`src/rtl/risc_ctrl_pkg.sv`:
```
// Shared types and constants for the pipeline front-end control blocks.
// Holds the fetch FSM state encoding and the register-index compare helper.
package risc_ctrl_pkg;

    localparam int REG_W = 5;

    typedef enum logic [1:0] {
        BOOT = 2'd0,
        RUN  = 2'd1,
        HALT = 2'd2,
        STEP = 2'd3
    } fetch_state_t;

    // True when a source operand is actually read and names the given register.
    function automatic logic reg_match(input logic [REG_W-1:0] src,
                                       input logic [REG_W-1:0] dst,
                                       input logic             used);
        return used && (src == dst);
    endfunction

endpackage

```
`src/rtl/fetch_ctrl_if.sv`:
```
// Hazard inputs and IF-stage control outputs exchanged between the pipeline
// datapath (master) and the fetch controller (slave).
interface fetch_ctrl_if
    import risc_ctrl_pkg::*;
#(
    parameter int STALL_CNT_W = 16
) ();

    logic                   branch_EX;
    logic                   MemRead_EX;
    logic [REG_W-1:0]       rd_EX;
    logic [REG_W-1:0]       rs1_ID;
    logic [REG_W-1:0]       rs2_ID;
    logic                   uses_rs1_ID;
    logic                   uses_rs2_ID;
    logic                   halt_req;
    logic                   step_req;

    logic                   PCSrc;
    logic                   PC_write;
    logic                   IF_ID_write;
    logic                   IF_ID_flush;
    logic                   ID_EX_flush;
    logic                   halted;
    logic [STALL_CNT_W-1:0] stall_cycles;

    modport master (
        output branch_EX, MemRead_EX, rd_EX, rs1_ID, rs2_ID,
               uses_rs1_ID, uses_rs2_ID, halt_req, step_req,
        input  PCSrc, PC_write, IF_ID_write, IF_ID_flush, ID_EX_flush,
               halted, stall_cycles
    );

    modport slave (
        input  branch_EX, MemRead_EX, rd_EX, rs1_ID, rs2_ID,
               uses_rs1_ID, uses_rs2_ID, halt_req, step_req,
        output PCSrc, PC_write, IF_ID_write, IF_ID_flush, ID_EX_flush,
               halted, stall_cycles
    );

endinterface

```
`src/rtl/fetch_ctrl_hazard_detect.sv`:
```
// Combinational load-use detector: a load in EX whose destination is read by
// the instruction in ID. Kept standalone so forwarding logic can reuse it.
module hazard_detect
    import risc_ctrl_pkg::*;
(
    input  logic             MemRead_EX,
    input  logic [REG_W-1:0] rd_EX,
    input  logic [REG_W-1:0] rs1_ID,
    input  logic [REG_W-1:0] rs2_ID,
    input  logic             uses_rs1_ID,
    input  logic             uses_rs2_ID,
    output logic             load_use
);

    // x0 is hardwired to zero, so a load targeting it never creates a hazard.
    assign load_use = MemRead_EX && (rd_EX != '0) &&
                      (reg_match(rs1_ID, rd_EX, uses_rs1_ID) ||
                       reg_match(rs2_ID, rd_EX, uses_rs2_ID));

endmodule

```
`src/rtl/fetch_ctrl.sv`:
```
// Pipeline front-end controller: drives PC/IF/ID enables and flushes from
// branch, load-use and debug halt/step conditions; counts load-use stalls.
module fetch_ctrl
    import risc_ctrl_pkg::*;
#(
    parameter int BOOT_CYCLES = 2,
    parameter int STALL_CNT_W = 16
) (
    input  logic         clk,
    input  logic         reset,
    fetch_ctrl_if.slave  bus
);

    localparam int                BOOT_W    = $clog2(BOOT_CYCLES + 1);
    localparam logic [BOOT_W-1:0] BOOT_LAST = BOOT_W'(BOOT_CYCLES - 1);

    localparam logic [1:0] S_BOOT = BOOT;
    localparam logic [1:0] S_RUN  = RUN;
    localparam logic [1:0] S_HALT = HALT;
    localparam logic [1:0] S_STEP = STEP;

    logic [1:0]             state;
    logic [1:0]             state_nxt;
    logic [BOOT_W-1:0]      boot_cnt;
    logic [STALL_CNT_W-1:0] stall_cnt;

    logic load_use;
    logic stall_now;
    logic pc_src;
    logic pc_write;
    logic if_id_write;
    logic if_id_flush;
    logic id_ex_flush;
    logic halted;

    hazard_detect u_hazard (
        .MemRead_EX  (bus.MemRead_EX),
        .rd_EX       (bus.rd_EX),
        .rs1_ID      (bus.rs1_ID),
        .rs2_ID      (bus.rs2_ID),
        .uses_rs1_ID (bus.uses_rs1_ID),
        .uses_rs2_ID (bus.uses_rs2_ID),
        .load_use    (load_use)
    );

    always_comb begin
        pc_src      = 1'b0;
        pc_write    = 1'b0;
        if_id_write = 1'b1;
        if_id_flush = 1'b0;
        id_ex_flush = 1'b0;
        halted      = 1'b0;
        stall_now   = 1'b0;
        state_nxt   = state;

        case (state)
            S_BOOT: begin
                if_id_write = 1'b0;
                if_id_flush = 1'b1;
                id_ex_flush = 1'b1;
                if (boot_cnt == BOOT_LAST) begin
                    state_nxt = S_RUN;
                end
            end

            S_RUN, S_STEP: begin
                // A taken branch kills both wrong-path slots, so any load-use
                // hazard on those slots is moot.
                if (bus.branch_EX) begin
                    pc_src      = 1'b1;
                    pc_write    = 1'b1;
                    if_id_flush = 1'b1;
                    id_ex_flush = 1'b1;
                end else if (load_use) begin
                    if_id_write = 1'b0;
                    id_ex_flush = 1'b1;
                    stall_now   = 1'b1;
                end else begin
                    pc_write = 1'b1;
                end

                if (state == S_RUN) begin
                    if (bus.halt_req && !bus.branch_EX && !load_use) begin
                        state_nxt = S_HALT;
                    end
                end else if (pc_write) begin
                    state_nxt = S_HALT;
                end
            end

            S_HALT: begin
                halted      = 1'b1;
                if_id_write = 1'b0;
                id_ex_flush = 1'b1;
                // Downstream keeps draining, so a late branch must still land.
                if (bus.branch_EX) begin
                    pc_src      = 1'b1;
                    pc_write    = 1'b1;
                    if_id_flush = 1'b1;
                end
                if (!bus.halt_req) begin
                    state_nxt = S_RUN;
                end else if (bus.step_req) begin
                    state_nxt = S_STEP;
                end
            end

            default: begin
                state_nxt = S_BOOT;
            end
        endcase
    end

    // Boot counter only advances while in BOOT; reset is the only way back.
    always_ff @(posedge clk or negedge reset) begin
        if (!reset) begin
            state     <= S_BOOT;
            boot_cnt  <= '0;
            stall_cnt <= '0;
        end else begin
            state <= state_nxt;
            if (state == S_BOOT) begin
                boot_cnt <= boot_cnt + 1'b1;
            end
            if (stall_now && (stall_cnt != '1)) begin
                stall_cnt <= stall_cnt + 1'b1;
            end
        end
    end

    assign bus.PCSrc        = pc_src;
    assign bus.PC_write     = pc_write;
    assign bus.IF_ID_write  = if_id_write;
    assign bus.IF_ID_flush  = if_id_flush;
    assign bus.ID_EX_flush  = id_ex_flush;
    assign bus.halted       = halted;
    assign bus.stall_cycles = stall_cnt;

endmodule

```
`src/flat_wrapper.sv`:
```
// flat-port wrapper written by rule: the top's interface ports become plain ports
module fetch_ctrl_flat import risc_ctrl_pkg::*;
#(
    parameter int BOOT_CYCLES = 2,
    parameter int STALL_CNT_W = 16
)
  (clk, reset, bus_branch_EX, bus_MemRead_EX, bus_rd_EX, bus_rs1_ID, bus_rs2_ID, bus_uses_rs1_ID, bus_uses_rs2_ID, bus_halt_req, bus_step_req, bus_PCSrc, bus_PC_write, bus_IF_ID_write, bus_IF_ID_flush, bus_ID_EX_flush, bus_halted, bus_stall_cycles);
  fetch_ctrl_if #(.STALL_CNT_W(STALL_CNT_W)) bus_i ();
  input  logic clk;
  input  logic reset;
  input wire logic [$bits(bus_i.branch_EX)-1:0] bus_branch_EX;
  input wire logic [$bits(bus_i.MemRead_EX)-1:0] bus_MemRead_EX;
  input wire logic [$bits(bus_i.rd_EX)-1:0] bus_rd_EX;
  input wire logic [$bits(bus_i.rs1_ID)-1:0] bus_rs1_ID;
  input wire logic [$bits(bus_i.rs2_ID)-1:0] bus_rs2_ID;
  input wire logic [$bits(bus_i.uses_rs1_ID)-1:0] bus_uses_rs1_ID;
  input wire logic [$bits(bus_i.uses_rs2_ID)-1:0] bus_uses_rs2_ID;
  input wire logic [$bits(bus_i.halt_req)-1:0] bus_halt_req;
  input wire logic [$bits(bus_i.step_req)-1:0] bus_step_req;
  output wire logic [$bits(bus_i.PCSrc)-1:0] bus_PCSrc;
  output wire logic [$bits(bus_i.PC_write)-1:0] bus_PC_write;
  output wire logic [$bits(bus_i.IF_ID_write)-1:0] bus_IF_ID_write;
  output wire logic [$bits(bus_i.IF_ID_flush)-1:0] bus_IF_ID_flush;
  output wire logic [$bits(bus_i.ID_EX_flush)-1:0] bus_ID_EX_flush;
  output wire logic [$bits(bus_i.halted)-1:0] bus_halted;
  output wire logic [$bits(bus_i.stall_cycles)-1:0] bus_stall_cycles;
  assign bus_i.branch_EX = bus_branch_EX;
  assign bus_i.MemRead_EX = bus_MemRead_EX;
  assign bus_i.rd_EX = bus_rd_EX;
  assign bus_i.rs1_ID = bus_rs1_ID;
  assign bus_i.rs2_ID = bus_rs2_ID;
  assign bus_i.uses_rs1_ID = bus_uses_rs1_ID;
  assign bus_i.uses_rs2_ID = bus_uses_rs2_ID;
  assign bus_i.halt_req = bus_halt_req;
  assign bus_i.step_req = bus_step_req;
  assign bus_PCSrc = bus_i.PCSrc;
  assign bus_PC_write = bus_i.PC_write;
  assign bus_IF_ID_write = bus_i.IF_ID_write;
  assign bus_IF_ID_flush = bus_i.IF_ID_flush;
  assign bus_ID_EX_flush = bus_i.ID_EX_flush;
  assign bus_halted = bus_i.halted;
  assign bus_stall_cycles = bus_i.stall_cycles;
  fetch_ctrl #(.BOOT_CYCLES(BOOT_CYCLES), .STALL_CNT_W(STALL_CNT_W)) u_core (.clk(clk), .reset(reset), .bus(bus_i));
endmodule
```
`config.mk`:
```
export PLATFORM = sky130hd
export DESIGN_NAME = fetch_ctrl_flat
export DESIGN_NICKNAME = d
export VERILOG_FILES = /design/src/rtl/risc_ctrl_pkg.sv /design/src/rtl/fetch_ctrl_if.sv /design/src/rtl/fetch_ctrl_hazard_detect.sv /design/src/rtl/fetch_ctrl.sv /design/src/flat_wrapper.sv
export SDC_FILE = /design/constraint.sdc
export NUM_CORES = 1
export LEC_CHECK = 0
export ABC_AREA = 1
export BUFFER_PORTS_ARGS = -buffer_cell sky130_fd_sc_hd__buf_2
export CAP_MARGIN = 20
export CORE_UTILIZATION = 45
export CTS_BUF_LIST = sky130_fd_sc_hd__clkbuf_4
export DETAILED_ROUTE_END_ITERATION = 6
export GPL_TIMING_DRIVEN = 0
export PLACE_DENSITY_LB_ADDON = 0.2
export SETUP_SLACK_MARGIN = 0.2
export SYNTH_ARGS = -nofsm -noshare
export SYNTH_HDL_FRONTEND = slang
export SYNTH_SLANG_ARGS = --single-unit
```
`constraint.sdc`:
```
create_clock -name clk -period 1.7 [get_ports clk]
set_input_delay 0.17 -clock clk [delete_from_list [all_inputs] [get_ports clk]]
set_output_delay 0.17 -clock clk [all_outputs]
set_load 0.03 [all_outputs]
```
# Yosys cells after proc, flatten, opt, wreduce, memory -nomap -nowiden
# Cells that the tools add are included.
# totals
register_bits,20
latchBits,0
mem_bits_rw,0
mem_bits_ro,0
input_bits,23
out_inout_bits,22
elab_cells,53
n_memories,0
# op_classes
n_addsub,2
n_mul,0
div,0
order_cmp,0
n_eq_ne,11
n_shift,0
muxes,21
bitwise,0
reduce_logical,16
# ops
cell,count
$add A16 B1 Y16 const B,1
$ne A16 B16 Y1 const B,1
$mux W2,6
$eq A5 B5 Y1,2
$mux W1,10
$pmux W1 S2,4
$logic_and A1 B1 Y1,7
$ne A3 B3 Y1 const B,2
$pmux W2 S3,1
$reduce_bool A5 Y1,1
$eq A2 B1 Y1 const B,2
$eq A2 B2 Y1 const B,2
$reduce_and A4 Y1,1
$reduce_or A2 Y1,2
$ne A3 B1 Y1 const B,1
$reduce_or A3 Y1,1
$add A2 B1 Y2 const B,1
$logic_not A1 Y1,2
$logic_not A2 Y1,1
$ne A2 B1 Y1 const B,1
$logic_or A1 B1 Y1,1

# Depth between registers and ports, before layout
# logic_depth
word_depth,10
mapped_depth,13
depth_no_buf,12

# Hierarchy
# A second synthesis with hierarchy kept.
# unflattened
hier_cells,246
area_unflattened_um2,1544.0
# modules_own_cells
mod,n_inst,cells_each,area_per_inst_um2,seq_area_each_um2
fetch_ctrl,1,192,1327.5,500.5
hazard_detect,1,54,216.5,0.0

# Worst setup path before layout
# Ideal clock, no wire load.
# synth_path
path_kind,register to register
from,"register u_core.stall_cnt[0], in the netlist u_core.bus.stall_cycles[0]"
to,"register u_core.stall_cnt[12], in the netlist u_core.bus.stall_cycles[12]"
setup_ns,0.083
arrival_ns,1.633
required_ns,1.617
slack_ns,-0.016
path_stages_with_launch,9
path_buffers,0
period_less_slack_ns,1.716
cell_sequence,dfrtp_1 > ha_1 > nand3_1 > nor2_1 > nand2_1 > nor2_1 > xor2_1 > nand2_1 > o21ai_0
# synth_via
elab_chain_len,2
word_cells_on_any_way,3
cone_classes,1 x add/sub; 1 x eq/ne; 1 x reduce/logical
# synth_lines
item,line,text
"start, declared",fetch_ctrl.sv:25,logic [STALL_CNT_W-1:0] stall_cnt;
"start signal, assigned",fetch_ctrl.sv:126,stall_cnt <= stall_cnt + 1'b1;
"parallel branches: the longest is 2 deep, another holds $add A16 B1 Y16",n/a,
# Parallel ways; which one is timed is not known.
# A chain may end at the register's enable or synchronous reset.

# Worst setup path after layout
# layout_path
from,"register u_core.stall_cnt[1], in the netlist u_core.bus.stall_cycles[1]"
to,"register u_core.stall_cnt[4], in the netlist u_core.bus.stall_cycles[4]"
# Same word-level chain as after synthesis.

==> metrics <==
most frequent cells in the layout nand2_1 (73), buf_2 (44), inv_1 (36), nor2_1 (16), dfrtp_1 (16); total CTS buffers 3; post-layout power 2.43 mW; I/O Buffers 44; Final nets 300; Clk pin slew, worst setup/hold paths 0.11 ns; CTS Buffer Depth 2; Hold Vio Cnt, Final 0; #FFs+latches synth 20; Worst Path Required 1.94 ns; syn_area_per_cell 6.62 um2; wire length per cell 10.2 um; die area roughly 3500 um2; worst skew pair latency 0.31 ns; overall die width between 50 and 60 um; RSZ-0062 raised after global routing true; root buffer cell clkbuf_4; Critical Path Max Stage Delay 0.41 ns; Layout Skew 0.00326 ns; DR pass1 iterations 4; CP endpoint kind register; Initial Utilization 0.477; setup TNS 0 ns; WP data arrival 1.67 ns; die height between 50 and 60 um; register area roughly 510 um2; post-DR vias/cell about 4.6; worst slew pin tran between 0.4 and 0.5 ns; CTS H-tree lvls 1; global route overflow 0; Synth top area share 0.344; Layout area overhead 29.6%; crit share post-route 0.846; Slew Limit Fails 0; CTS sink cnt 20; Post-Syn Instances between 200 and 250; Crit Path Class reg -> reg; Worst Path Buf+Inv 3; # fillers 294; hpwl dp 2430 um; vias in the first global route 1300; routability cong. just under 1; max-cap violations 0; row count 20; first-pass GRT wire length between 5000 and 6000 um; Ant. Diodes 0; Synth Net Count between 200 and 250; f_max 695 MHz; initial drt markers 46; maximum vdd drop 0.000693 V; Cell variety after synth 24; Core Box Area 3050 um2; layout cells sized above 1 0.288; largest net degree at the start of global routing 21; type of the tightest min-delay check in -> reg; status finished, final reports clean; Top Family by Delay on Critical Path flip-flops; Total GRT Usage 0.194; Pwr Density 1290 nW/um2; Critical Path Slowest Stage Cell dfrtp_2; commonest non-fill, non-tap cell in the layout nand2_1; post-synth top area cell dfrtp_1; vias roughly 1500; mapped cell area approximately 1500 um2; Ys Warns 0; drt total wl 3240 um; Synth area leaders dfrtp_1 (34%), nand2_1 (19%), inv_1 (9.5%); Core Util, Final 0.618; DR DRC count 0; endpoints failing setup 0; Critical Path, Cell by Cell ha_4 -> nand3_4 -> inv_2 -> nand4_1 -> nand2_2 -> inv_4 -> buf_8 -> o21ai_0; CTS tree yes; Leakage 1.02 nW; Critical Path Source Type register; IO Pins 45; CP max FO 10; Multi-input gate area 847 um2; Slew HR 0.700; min cycle time layout approximately 1.4 ns; initial antenna violation count 0; Final ANT Viol Nets 0; sequential area share after synthesis 0.344
## report_power, final
part / switching, mW / total (mW) / internal [mW]
logic: 0.930 / 1.39 / 0.462
clock network: 0.155 / 0.241 / 0.0859
registers: 0.150 / 0.796 / 0.647
total: 1.24 / 2.43 / 1.19
## through the flow
step / instances / area (um2) / setup slack (ns) / hold slack (ns)
after floorplan: 220 / 1480 / 0.202 / -0.126
after global placement: 308 / 1760 / 0.171 / 0.145
after detailed placement: 308 / 1760 / 0.170 / 0.143
after CTS: 314 / 1800 / 0.197 / 0.271
after global routing: 318 / 1890 / 0.128 / 0.311
final: 318 / 1890 / 0.262 / 0.262
## cell usage after synthesis, drive strengths merged
master,number
a21oi,2
buf,2
clkbuf,1
dfrtp,20
ha,2
inv,40
nand2,76
nand3,12
nand4,3
nor2,21
nor3,5
nor4,3
o21ai,16
o21bai,2
xnor2,3
xor2,12
## path summary, 6_finish.rpt
kind	from	end	slack (ns)	cells after the start
worst max-delay path	u_core.bus.stall_cycles[1]	u_core.bus.stall_cycles[4]	0.26	8
min in group asynchronous	reset	u_core.bus.stall_cycles[12]	0.32	2
worst min register to register	u_core.boot_cnt[0]	u_core.boot_cnt[0]	0.48	1
max in group asynchronous	reset	u_core.state[1]	1.04	2
worst min-delay path	bus_halt_req	u_core.state[1]	0.26	5
worst max register to register	u_core.bus.stall_cycles[1]	u_core.bus.stall_cycles[4]	0.26	8
## per-layer routing
metal / GRT usage / up-vias / share of wire
met5: 0 / - / 0
met4: 0.0374 / 0 / 0.0053
met3: 0.0571 / 4 / 0.050
li1: - / 790 / -
met1: 0.244 / 639 / 0.50
met2: 0.333 / 29 / 0.45
## state kept, by name (all words and copies together) (netlist names)
name                     flops
u_core.bus.stall_cycles     16
u_core.state                 2
u_core.boot_cnt              2
## worst register-to-register path: cells and delay by family (launching register included)
kind	cells	cell delay, ns
DFF	1	0.41
and+or+nand+nor	3	0.34
buffers and inverters	3	0.31
AOI/OAI and AO/OA	1	0.15
adders and majority gates	1	0.16
## cell type report
cell class | instances | area share
multi-input combinational | 157 | 0.449
sequential | 20 | 0.268
timing repair buffer | 50 | 0.143
inverter | 40 | 0.0808
tap | 44 | 0.0292
buffer | 3 | 0.0166
clock buffer | 3 | 0.0119
clock inverter | 1 | 0.00199
## logic make-up after synthesis
kind of cell	share of synthesized area
simple gates	0.346
xor+xnor	0.0954
flops	0.344
buf+inv	0.125
compound gates	0.0722
fa+ha+maj	0.0172
## timing repair
item,4_1_cts,5_1_grt
setup buffers,1,4
pin swaps,0,2
endpoints found under the hold margin,20,0
hold buffers,1,0
resized for setup,2,19
setup endpoints to repair,5,18
(Power assumes the default switching activity.)
